## config.mk

```make
export PLATFORM = sky130hd
export DESIGN_NAME = serpent_key_load_ctrl
export DESIGN_NICKNAME = d
export VERILOG_FILES = /design/src/rtl/serpent_key_load_ctrl.sv
export SDC_FILE = /design/constraint.sdc
export NUM_CORES = 1
export LEC_CHECK = 0
export BUFFER_PORTS_ARGS = -buffer_cell sky130_fd_sc_hd__buf_2
export CORE_AREA = 2 2 404 406
export CTS_BUF_LIST = sky130_fd_sc_hd__clkbuf_4
export CTS_CLUSTER_DIAMETER = 120
export DETAILED_ROUTE_END_ITERATION = 8
export DIE_AREA = 0 0 406 408
export HOLD_SLACK_MARGIN = 0.08
export PLACE_DENSITY_LB_ADDON = 0.08
export SYNTH_ARGS = -nofsm -noshare
export SYNTH_HDL_FRONTEND = slang
export SYNTH_SLANG_ARGS = --single-unit
```

## constraint.sdc

```tcl
create_clock -name i_clk -period 2.7 [get_ports i_clk]
set_input_delay 0.135 -clock i_clk [delete_from_list [all_inputs] [get_ports i_clk]]
set_output_delay 0.135 -clock i_clk [all_outputs]
set_load 0.05 [all_outputs]
```

## src/rtl/serpent_key_load_ctrl.sv

```systemverilog
// -----------------------------------------------------------------------------
// serpent_key_load_ctrl
//
// Loads XTS keys into the subkey RAM through key_schedule_slow. Two requesters
// (slot 0 = data key K1, slot 1 = tweak key K2) are arbitrated round-robin.
// The granted key is captured and handed to the schedule with a begin pulse.
// The streamed subkeys are then written into that slot's RAM half, at address
// {slot, index}.
//
// Ports
//   i_clk, i_rst               clock, synchronous active-high reset
//   i_req[1:0]                 level load request per slot, held until acked
//   i_key0, i_key1             slot keys, sampled on grant
//   o_ack[1:0]                 one-cycle grant pulse
//   o_busy                     high from grant until back in IDLE
//   o_slot_ready[1:0]          slot region holds a complete subkey set
//   o_error                    sticky timeout / bad-address flag, cleared on grant
//   o_ks_begin, o_ks_key       start pulse and key to the key schedule
//   i_ks_subkey/address/valid  subkey stream from the key schedule
//   o_ram_we/addr/wdata        subkey RAM write port (1-cycle registered)
//
// state   | meaning
// --------+----------------------------------------------------------------
// IDLE    | waiting for a request; RAM writes and schedule output ignored
// GRANT   | ack pulse, key captured, slot ready and error cleared
// START   | begin pulse to the schedule; write count and timer reset
// COLLECT | writing streamed subkeys until the set is complete or timeout
// -----------------------------------------------------------------------------
module serpent_key_load_ctrl #(
  parameter int NUM_SUBKEYS = 33,
  parameter int TIMEOUT     = 2047,
  parameter int ADDR_W      = 6
) (
  input  logic              i_clk,
  input  logic              i_rst,
  input  logic [1:0]        i_req,
  input  logic [255:0]      i_key0,
  input  logic [255:0]      i_key1,
  output logic [1:0]        o_ack,
  output logic              o_busy,
  output logic [1:0]        o_slot_ready,
  output logic              o_error,
  output logic              o_ks_begin,
  output logic [255:0]      o_ks_key,
  input  logic [127:0]      i_ks_subkey,
  input  logic [ADDR_W-1:0] i_ks_address,
  input  logic              i_ks_valid,
  output logic              o_ram_we,
  output logic [ADDR_W:0]   o_ram_addr,
  output logic [127:0]      o_ram_wdata
);

  localparam logic [1:0] S_IDLE    = 2'd0;
  localparam logic [1:0] S_GRANT   = 2'd1;
  localparam logic [1:0] S_START   = 2'd2;
  localparam logic [1:0] S_COLLECT = 2'd3;

  localparam int CNT_W = $clog2(NUM_SUBKEYS + 1);
  localparam int TMO_W = $clog2(TIMEOUT + 1);

  localparam logic [ADDR_W:0]  NUM_A    = (ADDR_W + 1)'(NUM_SUBKEYS);
  localparam logic [CNT_W-1:0] CNT_LAST = CNT_W'(NUM_SUBKEYS);
  // Down-counter loaded so that the abort is visible exactly TIMEOUT cycles
  // after the begin pulse.
  localparam logic [TMO_W-1:0] TMO_LOAD = TMO_W'(TIMEOUT - 1);

  logic [1:0]        r_state;
  logic              r_slot;
  logic              r_rr;       // slot preferred when both request
  logic [1:0]        r_ack;
  logic              r_busy;
  logic [1:0]        r_ready;
  logic              r_error;
  logic              r_ks_begin;
  logic [255:0]      r_key;
  logic [CNT_W-1:0]  r_cnt;
  logic [TMO_W-1:0]  r_tmo;
  logic              r_we;
  logic [ADDR_W:0]   r_addr;
  logic [127:0]      r_wdata;

  logic w_gnt_slot;
  logic w_in_range;
  logic w_done;
  logic w_timeout;
  logic w_collect;
  logic w_accept;
  logic w_bad;

  assign w_gnt_slot = (i_req == 2'b11) ? r_rr : i_req[1];
  assign w_in_range = ({1'b0, i_ks_address} < NUM_A);

  // The last write is on the RAM port in the cycle w_done is seen; completion
  // takes priority over a timeout landing in the same cycle.
  assign w_done    = (r_state == S_COLLECT) && (r_cnt == CNT_LAST);
  assign w_timeout = (r_state == S_COLLECT) && !w_done && (r_tmo == TMO_W'(1));
  assign w_collect = (r_state == S_COLLECT) && !w_done && !w_timeout;
  assign w_accept  = w_collect && i_ks_valid && w_in_range;
  assign w_bad     = w_collect && i_ks_valid && !w_in_range;

  always_ff @(posedge i_clk) begin
    if (i_rst) begin
      r_state    <= S_IDLE;
      r_slot     <= 1'b0;
      r_rr       <= 1'b0;
      r_ack      <= 2'b00;
      r_busy     <= 1'b0;
      r_ready    <= 2'b00;
      r_error    <= 1'b0;
      r_ks_begin <= 1'b0;
      r_key      <= '0;
      r_cnt      <= '0;
      r_tmo      <= '0;
      r_we       <= 1'b0;
      r_addr     <= '0;
      r_wdata    <= '0;
    end else begin
      r_ack      <= 2'b00;
      r_ks_begin <= 1'b0;
      r_we       <= w_accept;
      if (w_accept) begin
        r_addr  <= {r_slot, i_ks_address};
        r_wdata <= i_ks_subkey;
        r_cnt   <= r_cnt + CNT_W'(1);
      end
      if (w_bad) begin
        r_error <= 1'b1;
      end
      case (r_state)
        S_IDLE: begin
          if (|i_req) begin
            r_state             <= S_GRANT;
            r_slot              <= w_gnt_slot;
            r_rr                <= ~w_gnt_slot;
            r_ack               <= w_gnt_slot ? 2'b10 : 2'b01;
            r_key               <= w_gnt_slot ? i_key1 : i_key0;
            r_ready[w_gnt_slot] <= 1'b0;
            r_error             <= 1'b0;
            r_busy              <= 1'b1;
          end
        end
        S_GRANT: begin
          r_ks_begin <= 1'b1;
          r_state    <= S_START;
        end
        S_START: begin
          r_cnt   <= '0;
          r_tmo   <= TMO_LOAD;
          r_state <= S_COLLECT;
        end
        S_COLLECT: begin
          if (w_done) begin
            r_ready[r_slot] <= 1'b1;
            r_busy          <= 1'b0;
            r_state         <= S_IDLE;
          end else if (w_timeout) begin
            r_error <= 1'b1;
            r_busy  <= 1'b0;
            r_state <= S_IDLE;
          end else begin
            r_tmo <= r_tmo - TMO_W'(1);
          end
        end
        default: r_state <= S_IDLE;
      endcase
    end
  end

  assign o_ack        = r_ack;
  assign o_busy       = r_busy;
  assign o_slot_ready = r_ready;
  assign o_error      = r_error;
  assign o_ks_begin   = r_ks_begin;
  assign o_ks_key     = r_key;
  assign o_ram_we     = r_we;
  assign o_ram_addr   = r_addr;
  assign o_ram_wdata  = r_wdata;

endmodule

```

==> summary.md, run 1 <==
| Metric | Value |
|---|---|
| Num CTS Buffers | 148 |
| Starting Density | 0.0993 |
| Synth top area share | 0.524 |
| I/O pin total | 1050 |
| Fail Step | clock tree synthesis |
| Post-synth top cells | dfxtp_1, nand2_1, nor2_1, a22oi_1, a222oi_1 |
| Htree depth | 4 |
| Post-CTS setup buffers | 0 |
| Synth area leader | dfxtp_1 |
| Port buffer count | 1049 |
| Most common cell in the netlist | dfxtp_1 |
| Post-Syn Nets | 2403 |
| Average size of a mapped cell | 9.21 um^2 |
| Hpwl dp | 82.3 mm |
| Post-cts sizing count | 0 |
| Clk sinks | 420 |
| Root Buffer | clkbuf_4 |
| FP Rows | 148 |
| Largest cells by area after synthesis | dfxtp_1, nand2_1, a222oi_1, a22oi_1, a21oi_2 |
| Die Span Y | 408 um |
| Status | stopped before the end |
| Register area share after synthesis | 0.524 |
| Yosys cell types | 43 |
| Clock buffer depth | 3 |
| Post-synth ARST share | 0 |
| Post-synthesis xor/xnor area fraction | 0.00600 |
| Main combinational cell family by area after synthesis | compound AO/OA/AOI/OAI gates |
| Simple-Gate Fraction of Synth Area | 0.189 |
| Die Wd | 406 um |
| Synth Area in Adders | 0.00623 |
| Final GP Congestion | 0.814 |
| Synth Cell Area | 16100 um^2 |
| #FFs+latches synth | 420 |
| Post-synth EDFFs | 0 |
| Most common flop cell mapped by yosys | dfxtp_1 |
| First Err | [ERROR RSZ-0060] Max buffer count reached. |
| Ys Warns | 0 |
| # hold bufs at CTS | 1028 |
| Mux contribution to synthesized area | 0 |
| Syn Inst Count | 1744 |
| Compound-Gate Fraction of Synth Area | 0.223 |
==> logic make-up after synthesis <==
family,Yosys count
AND/OR/NAND/NOR,703
AO/OA/AOI/OAI,441
flip-flops,420
buffers and inverters,161
XOR/XNOR,11
adder cells (fa/ha/maj),8
==> stage by stage <==
step	util	area [um^2]	setup slack (ps)	hold WS [ps]	instances
after detailed placement	0.149	24000	327	339	4877
after global placement	0.149	24000	373	342	4877
after floorplan	-	16100	784	244	1744
==> inputs of run 2 (changes only) <==
==> config.mk (replaced) <==
export PLATFORM = sky130hd
export DESIGN_NAME = serpent_key_load_ctrl
export DESIGN_NICKNAME = d
export VERILOG_FILES = /design/src/rtl/serpent_key_load_ctrl.sv
export SDC_FILE = /design/constraint.sdc
export NUM_CORES = 1
export LEC_CHECK = 0
export BUFFER_PORTS_ARGS = -buffer_cell sky130_fd_sc_hd__buf_2
export CORE_AREA = 2 2 406 408
export DETAILED_ROUTE_END_ITERATION = 8
export DIE_AREA = 0 0 408 410
export PLACE_DENSITY_LB_ADDON = 0.15
export SYNTH_ARGS = -nofsm -noshare
export SYNTH_HDL_FRONTEND = slang
export SYNTH_SLANG_ARGS = --single-unit
==> summary.md, run 2 <==
| Metric | Value |
|---|---|
| Status | complete, no violations |
| CTS tree | built |
| Clk sinks | 420 |
| Commonest non-fill, non-tap cell in the layout | buf_2 |
| Period utilization | 0.979 |
| Most common cell in the netlist | dfxtp_1 |
| Final Util | 0.198 |
| CP Launch Type | register |
| Worst Clk Skew | 38.8 ps |
| Post-Syn Nets | 2403 |
| WP data arrival | 3160 ps |
| #FFs+latches synth | 420 |
| Clock share of power | 0.274 |
| Clock buffer depth | 3 |
| Synth Area in Adders | 0.00623 |
| Register area share after synthesis | 0.524 |
| 1st-iter DRT viols | 1409 |
| Post-synth top cells | dfxtp_1, nand2_1, nor2_1, a22oi_1, a222oi_1 |
| Critical Path End Type | register |
| Achievable clock frequency | 378 MHz |
| Final Hold Vio Count | 0 |
| Simple-Gate Fraction of Synth Area | 0.189 |
| Synth Cell Area | 16100 um^2 |
| Post-synthesis xor/xnor area fraction | 0.00600 |
| Routed wire length | 107 mm |
| Yosys cell types | 43 |
| DRC Markers | 0 |
| Synth area leader | dfxtp_1 |
| All-Layer GR Usage | 0.119 |
| Layout area overhead | 102% |
| CTS clk-pin slew, worst paths | 60 ps |
| FP Rows | 149 |
| Starting Density | 0.0982 |
| Most frequent cells in the layout | buf_2, dlygate4sd3_1, dfxtp_1 |
| Main combinational cell family by area after synthesis | compound AO/OA/AOI/OAI gates |
| Number of max-cap violations | 0 |
| Hpwl dp | 79.3 mm |
| Max Slew Vio Count | 0 |
| Largest cells by area after synthesis | dfxtp_1, nand2_1, a222oi_1, a22oi_1, a21oi_2 |
| Average size of a mapped cell | 9.21 um^2 |
| Mux contribution to synthesized area | 0 |
| Leakage | 14.3 nW |
| Layout Nets | 4064 |
| Switch Pwr | 12.6 mW |
| Worst-Skew Late Latency | 650 ps |
| Die Wd | 408 um |
| Root Buffer | clkbuf_16 |
| Vias in the first global route | 20100 |
| Routed vias/inst | 3.53 |
| Routed Antenna Nets | 0 |
| Post-synth EDFFs | 0 |
| Post-synth ARST share | 0 |
| Port buffer count | 1049 |
| Synth top area share | 0.524 |
| Fillers | 18500 |
| Final GP Congestion | 0.829 |
| Min-delay worst type | in2reg |
| Sequential share of power | 0.288 |
| GRT Residual Overflow | 0 |
| Minimum clock period | 2640 ps |
| Pint | 16.4 mW |
| Num CTS Buffers | 59 |
| Via count | 20000 |
| Die area | 167000 um^2 |
| # setup viols final | 0 |
| Rel. slew slack | 0.323 |
| Pin count of the biggest net entering global routing | 141 |
| I/O pin total | 1050 |
| Worst Path Required | 3210 ps |
| First drt pass iteration count | 9 |
| Ys Warns | 0 |
| Worst VDD drop | 0.421 mV |
| Htree depth | 2 |
| Layout cell share with drive strength beyond 1 | 0.410 |
| Power after layout | 29.0 mW |
| Initial antenna violation count | 19 |
| WL/cell | 18.9 um |
| P per Cell Area | 894 nW/um^2 |
| Sw frac | 0.434 |
| Die Span Y | 410 um |
| Core Area | 163000 um^2 |
| Worst-Margin Slew | 1020 ps |
| Most common flop cell mapped by yosys | dfxtp_1 |
| Syn Inst Count | 1744 |
| Logic pwr share | 0.439 |
| Worst-path maximum fanout | 128 |
| First-pass GRT wire length | 146 mm |
| Largest register FFs | 256 |
| Compound-Gate Fraction of Synth Area | 0.223 |
| Setup Crit Path Kind | reg2reg |
==> run 2: cell counts after synthesis <==
No cell type changed its count.
==> run 2: what timing repair did <==
action / CTS / global route
hold buffers: 645 / 0
endpoints found under the setup margin: 0 / 155
buffers inserted: 0 / 2
endpoints found under the hold margin: 393 / 0
resized for setup: 0 / 9
==> run 2: layer usage <==
metal / global-route usage / vias up / routed length (um)
met5: 0 / - / 103
met4: 0.0430 / 18 / 4020
met3: 0.0372 / 155 / 8440
met2: 0.197 / 810 / 49500
met1: 0.145 / 9427 / 44500
li1: - / 9542 / -
==> run 2: worst paths after layout <==
| check | end | cells after the start | from | slack [ps] |
|---|---|---|---|---|
| worst max-delay path | o_ks_key[148] | 7 | r_state[1] | 60 |
| worst min-delay path | o_ks_key[176] | 4 | i_key0[176] | 50 |
| worst max register to register | o_ks_key[148] | 7 | r_state[1] | 60 |
| worst min register to register | o_ks_key[238] | 2 | o_ks_key[238] | 430 |
==> run 2: metrics by stage <==
step	TNS (ps)	setup slack (ps)	instances	area, um^2	hold WS [ps]
2_1_floorplan	0	784	1744	16100	244
3_3_place_gp	0	413	4884	23900	340
3_5_place_dp	0	375	4884	23900	341
4_1_cts	0	8.81	5635	32300	1.43
5_1_grt	-0.369	-0.369	5642	32400	32.0
6_report	0	56.8	5649	32400	51.7
==> run 2: cells by family after synthesis <==
| logic type | Yosys count |
|---|---|
| adders and majority gates | 8 |
| xor gates and xnor gates | 11 |
| and+or+nand+nor | 703 |
| AOI/OAI and AO/OA | 441 |
| buffers and inverters | 161 |
| DFF | 420 |
==> run 2: final cells by class <==
cell class	instances	area [um^2]	share of cell area
multi-input cells	1163	6870	0.212
repair buffers	1751	12400	0.383
clock buffers	88	1720	0.0529
inverters	10	37.5	0.00116
well taps	2189	2740	0.0845
clock inverters	18	205	0.00633
flip-flops and latches	420	8410	0.260
diodes	10	25.0	0.000772
==> run 2: worst max-delay path: stages (launching register included) <==
cell and delay (ps):
dfxtp_2 350, inv_1 90, ha_4 200, and3_4 190, buf_16 180, a222oi_1 480
dlygate4sd3_1 610, nor2_1 40
==> run 2: power groups by stage <==
stage	registers (mW)	logic, mW	clock network, mW
after floorplan	12.3	3.13	0
after global placement	8.46	11.1	0
after detailed placement	8.43	11.1	0
after CTS	8.32	12.8	8.36
after global routing	8.49	13.5	8.54
final	8.33	12.7	7.93
No activity file was read; power rests on OpenSTA's default activity.
==> inputs of run 3 (changes only) <==
--- a/config.mk
+++ b/config.mk
@@ -6,9 +6,10 @@
 export NUM_CORES = 1
 export LEC_CHECK = 0
 export BUFFER_PORTS_ARGS = -buffer_cell sky130_fd_sc_hd__buf_2
-export CORE_AREA = 2 2 406 408
+export CAP_MARGIN = 15
+export CORE_AREA = 2 2 413 415
 export DETAILED_ROUTE_END_ITERATION = 8
-export DIE_AREA = 0 0 408 410
+export DIE_AREA = 0 0 415 417
 export PLACE_DENSITY_LB_ADDON = 0.15
 export SYNTH_ARGS = -nofsm -noshare
 export SYNTH_HDL_FRONTEND = slang
==> summary.md, run 3 (synthesized netlist as in run 2, its figures left out) <==
| Metric | Value |
|---|---|
| Clk sinks | 420 |
| Max Slew Vio Count | 0 |
| Worst-path maximum fanout | 127 |
| Htree depth | 2 |
| CP Launch Point | r_state[0] |
| Num CTS Buffers | 59 |
| Period utilization | 0.966 |
| Commonest non-fill, non-tap cell in the layout | buf_2 |
| FP Rows | 151 |
| Minimum clock period | 2610 ps |
| Die Span Y | 417 um |
| Rel. slew slack | 0.337 |
| Die Wd | 415 um |
| Worst Path Required | 3240 ps |
| Number of max-cap violations | 0 |
| CTS clk-pin slew, worst paths | 60 ps |
| First drt pass iteration count | 8 |
| Flop2flop setup slack | 90 ps |
| Placed Area | 23900 um^2 |
| CTS tree | built |
| First-pass GRT wire length | 143 mm |
| Layout cell share with drive strength beyond 1 | 0.406 |
| GRT Residual Overflow | 0 |
| Critical Path End Type | register |
| Layout Nets | 4055 |
| Min-delay src | i_key1[169] |
| Min-delay worst type | in2reg |
| Unrepaired setup endpoints after global routing | no |
| Worst Clk Skew | 34.0 ps |
| Fillers | 19100 |
| Vias in the first global route | 20400 |
| DRC Markers | 0 |
| Die area | 173000 um^2 |
| All-Layer GR Usage | 0.111 |
| Hpwl dp | 77.7 mm |
| Core Area | 169000 um^2 |
| CP Launch Type | register |
| Leakage | 13.9 nW |
| Worst r2r src | r_state[0] |
| Routed Antenna Nets | 0 |
| Initial antenna violation count | 14 |
| Root Buffer | clkbuf_16 |
| WL/cell | 18.0 um |
| I/O pin total | 1050 |
| Clock buffer depth | 3 |
| WP data arrival | 3140 ps |
| Post-CTS setup buffers | 0 |
| Final Hold Vio Count | 0 |
| Routed wire length | 102 mm |
| Layout area overhead | 102% |
| Status | complete, no violations |
| Pin count of the biggest net entering global routing | 129 |
| Worst-Margin Slew | 994 ps |
| Setup Crit Path Kind | reg2reg |
| Final Util | 0.193 |
| Hold slack | 258 ps |
| Via count | 19700 |
| Achievable clock frequency | 384 MHz |
| Final GP Congestion | 0.835 |
| Starting Density | 0.0953 |
| P per Cell Area | 913 nW/um^2 |
| Port buffer count | 1049 |
| Largest register FFs | 256 |
| Routed vias/inst | 3.49 |
| Worst VDD drop | 0.654 mV |
| 1st-iter DRT viols | 1442 |
| Most frequent cells in the layout | buf_2, dlygate4sd3_1, dfxtp_1 |
| Worst-Skew Late Latency | 660 ps |
| Fin Setup TNS | 0 ps |
| # setup viols final | 0 |
| Design Area, Final | 32500 um^2 |
-- run 3: changes by cell type in the layout (fill, tap and decap cells not counted), moves of 3 or more --
cell	delta
buf_12	+5
buf_4	-17
dlygate4sd3_1	+5
clkbuf_1	-4
clkinv_4	-3
-- run 3: per-stage QoR --
stage | instances | setup slack [ps] | power, mW
2_1_floorplan | 1744 | 784 | 15.4
3_3_place_gp | 4903 | 413 | 19.5
3_5_place_dp | 4903 | 397 | 19.4
4_1_cts | 5656 | 12.3 | 30.1
5_1_grt | 5663 | 54.1 | 31.2
6_report | 5664 | 92.9 | 29.6
-- run 3: cell type report --
cell class	count	area (um^2)	share of cell area
clock buffer	83	1700	0.0523
antenna	8	20.0	0.000617
multi-input combinational	1163	6870	0.212
inverter	10	37.5	0.00116
tap	2218	2780	0.0855
sequential	420	8410	0.259
timing repair buffer	1742	12400	0.381
clock inverter	20	274	0.00844
-- run 3: worst paths after layout --
path,to,cells after the start
setup / recovery,o_ks_key[156],7
hold / removal,o_ks_key[169],4
setup reg to reg,o_ks_key[156],7
hold reg to reg,o_ks_key[230],2
-- run 3: timing repair --
item | 4_1_cts | 5_1_grt
endpoints found under the setup margin | 0 | 151
hold endpoints to repair | 396 | 0
resized for setup | 0 | 5
hold buffers | 650 | 0
-- run 3: layer usage --
layer	routed length [um]	track usage	vias up
met1	40200	0.127	9396
met3	8420	0.0392	130
met2	50300	0.193	722
li1	-	-	9489
met5	24	0	-
met4	3140	0.0346	4
-- run 3: worst max-delay path: stages, from the launching register on --
cell and delay, ps:
dfxtp_1 380, inv_1 110, ha_4 200, and3_4 200, buf_16 220, a222oi_1 480, dlygate4sd3_1 620, nor2_1 40
-- run 3: where the power goes --
group          internal [mW]  switching, mW  total, mW
registers               7.49          0.941       8.43
clock network           4.90           3.25       8.15
logic                   4.69           8.37       13.1
total                   17.1           12.6       29.6
==> inputs of run 4 (changes only) <==
--- a/config.mk
+++ b/config.mk
@@ -7,9 +7,9 @@
 export LEC_CHECK = 0
 export BUFFER_PORTS_ARGS = -buffer_cell sky130_fd_sc_hd__buf_2
 export CAP_MARGIN = 15
-export CORE_AREA = 2 2 413 415
+export CORE_AREA = 2 2 406 408
 export DETAILED_ROUTE_END_ITERATION = 8
-export DIE_AREA = 0 0 415 417
+export DIE_AREA = 0 0 408 410
 export PLACE_DENSITY_LB_ADDON = 0.15
 export SYNTH_ARGS = -nofsm -noshare
 export SYNTH_HDL_FRONTEND = slang
==> constraint.sdc (replaced) <==
create_clock -name i_clk -period 3 [get_ports i_clk]
set_input_delay 0.15 -clock i_clk [delete_from_list [all_inputs] [get_ports i_clk]]
set_output_delay 0.15 -clock i_clk [all_outputs]
set_load 0.05 [all_outputs]
==> summary.md, run 4 (synthesized netlist as in run 2, its figures left out) <==
| Metric | Value |
|---|---|
| Commonest non-fill, non-tap cell in the layout | buf_2 |
| Routed Antenna Nets | 0 |
| Layout area overhead | 102% |
| DP Cell Count | 4871 |
| Clk sinks | 420 |
| Core Area | 163000 um^2 |
| Min-delay worst type | in2reg |
| Leakage | 13.9 nW |
| Num CTS Buffers | 59 |
| Rel. slew slack | 0.340 |
| Period utilization | 0.939 |
| Buf/Inv on CP | 4 |
| Unrepaired setup endpoints after global routing | no |
| Layout cell share with drive strength beyond 1 | 0.408 |
| Hold slack | 86.3 ps |
| Critical path's top delay family | buffers and inverters |
| Critical Path End Type | register |
| Worst path max stage delay | 580 ps |
| Number of max-cap violations | 0 |
| Fin Setup TNS | 0 ps |
| Initial antenna violation count | 26 |
| Achievable clock frequency | 355 MHz |
| I/O pin total | 1050 |
| Starting Density | 0.0982 |
| Most frequent cells in the layout | buf_2, dlygate4sd3_1, dfxtp_1 |
| Die Span Y | 410 um |
| Final GP Congestion | 0.848 |
| Worst-Margin Slew | 990 ps |
| WP data arrival | 3390 ps |
| Port buffer count | 1049 |
| Htree depth | 2 |
| Vias in the first global route | 20100 |
| Root Buffer | clkbuf_16 |
| # setup viols final | 0 |
| Largest register FFs | 256 |
| First drt pass iteration count | 8 |
| Worst Clk Skew | 34.8 ps |
| CP cell instances | inv_1 > ha_1 > and3_4 > nor2b_4 > buf_12 > buf_4 > a22oi_1 > dlygate4sd3_1 > nand2_1 |
| Clock buffer depth | 3 |
| CTS clk-pin slew, worst paths | 60 ps |
| Die area | 167000 um^2 |
| Hpwl dp | 79.0 mm |
| 1st-iter DRT viols | 1418 |
| Worst VDD drop | 0.676 mV |
| Setup Crit Path Kind | reg2reg |
| Worst Path Required | 3570 ps |
| Worst slack at placement | 527 ps |
| WL/cell | 18.7 um |
| P per Cell Area | 828 nW/um^2 |
| First-pass GRT wire length | 146 mm |
| All-Layer GR Usage | 0.119 |
| Status | complete, no violations |
| Routed wire length | 106 mm |
| Worst-Skew Late Latency | 650 ps |
| Die Wd | 408 um |
| Design Area, Final | 32500 um^2 |
| Via count | 20000 |
| Worst-path maximum fanout | 53 |
| CTS tree | built |
| Power after layout | 26.9 mW |
| CP Launch Type | register |
| Layout Nets | 4063 |
| GRT Residual Overflow | 0 |
| Post-route setup slack | 182 ps |
| Minimum clock period | 2820 ps |
| FP Rows | 149 |
| Final std cells w/o fill | 5648 |
| DRC Markers | 0 |
| Max Slew Vio Count | 0 |
| Final Hold Vio Count | 0 |
| Routed vias/inst | 3.54 |
| Final Util | 0.199 |
| Slowest CP cell | dlygate4sd3_1 |
| Pin count of the biggest net entering global routing | 143 |
| Placed Area | 23800 um^2 |
-- run 4: changes by cell type in the layout (fill, tap and decap cells not counted), moves of 2 or more --
cell | previous run | this run
buf_16 | 2 | 0
clkbuf_8 | 11 | 17
buf_4 | 20 | 32
dlygate4sd3_1 | 650 | 653
clkinv_4 | 0 | 2
inv_6 | 2 | 0
buf_12 | 20 | 14
-- run 4: layout make-up --
| class | instances | area (um^2) |
|---|---|---|
| well taps | 2189 | 2740 |
| clock buffers | 89 | 1800 |
| flip-flops and latches | 420 | 8410 |
| repair buffers | 1749 | 12300 |
| diodes | 8 | 20.0 |
| inverters | 10 | 37.5 |
| fillers | 18500 | 131000 |
| multi-input cells | 1164 | 6870 |
| clock inverters | 19 | 260 |
-- run 4: power by group --
part | switching [mW] | total [mW] | internal, mW | leakage, nW
logic | 7.68 | 11.8 | 4.11 | 9.48
clock network | 2.94 | 7.56 | 4.62 | 1.01
registers | 0.771 | 7.51 | 6.74 | 3.43
-- run 4: worst paths after layout --
kind / start / to / slack, ps / cells after the start
setup / recovery: r_state[0] / o_ks_key[218] / 180 / 9
hold / removal: i_key1[194] / o_ks_key[194] / 90 / 4
setup reg to reg: r_state[0] / o_ks_key[218] / 180 / 9
hold reg to reg: o_ks_key[26] / o_ks_key[26] / 430 / 2
-- run 4: worst reg2reg max path, stage by stage (launching register included) --
cell	delay, ps
dfxtp_1	340
inv_1	90
ha_1	320
and3_4	270
nor2b_4	160
buf_12	240
buf_4	550
a22oi_1	120
dlygate4sd3_1	580
nand2_1	70
-- run 4: timing repair --
item                                    4_1_cts  5_1_grt
gates resized for setup                       0        2
endpoints found under the hold margin       402        0
hold buffers                                653        0
buffers inserted                              0        7
endpoints found under the setup margin        0       28
-- run 4: routing by layer --
| layer | track usage | vias up | wire (um) |
|---|---|---|---|
| met4 | 0.0443 | 16 | 3770 |
| li1 | - | 9526 | - |
| met2 | 0.193 | 775 | 48800 |
| met1 | 0.150 | 9532 | 45900 |
| met3 | 0.0308 | 137 | 7090 |
| met5 | 0 | - | 105 |
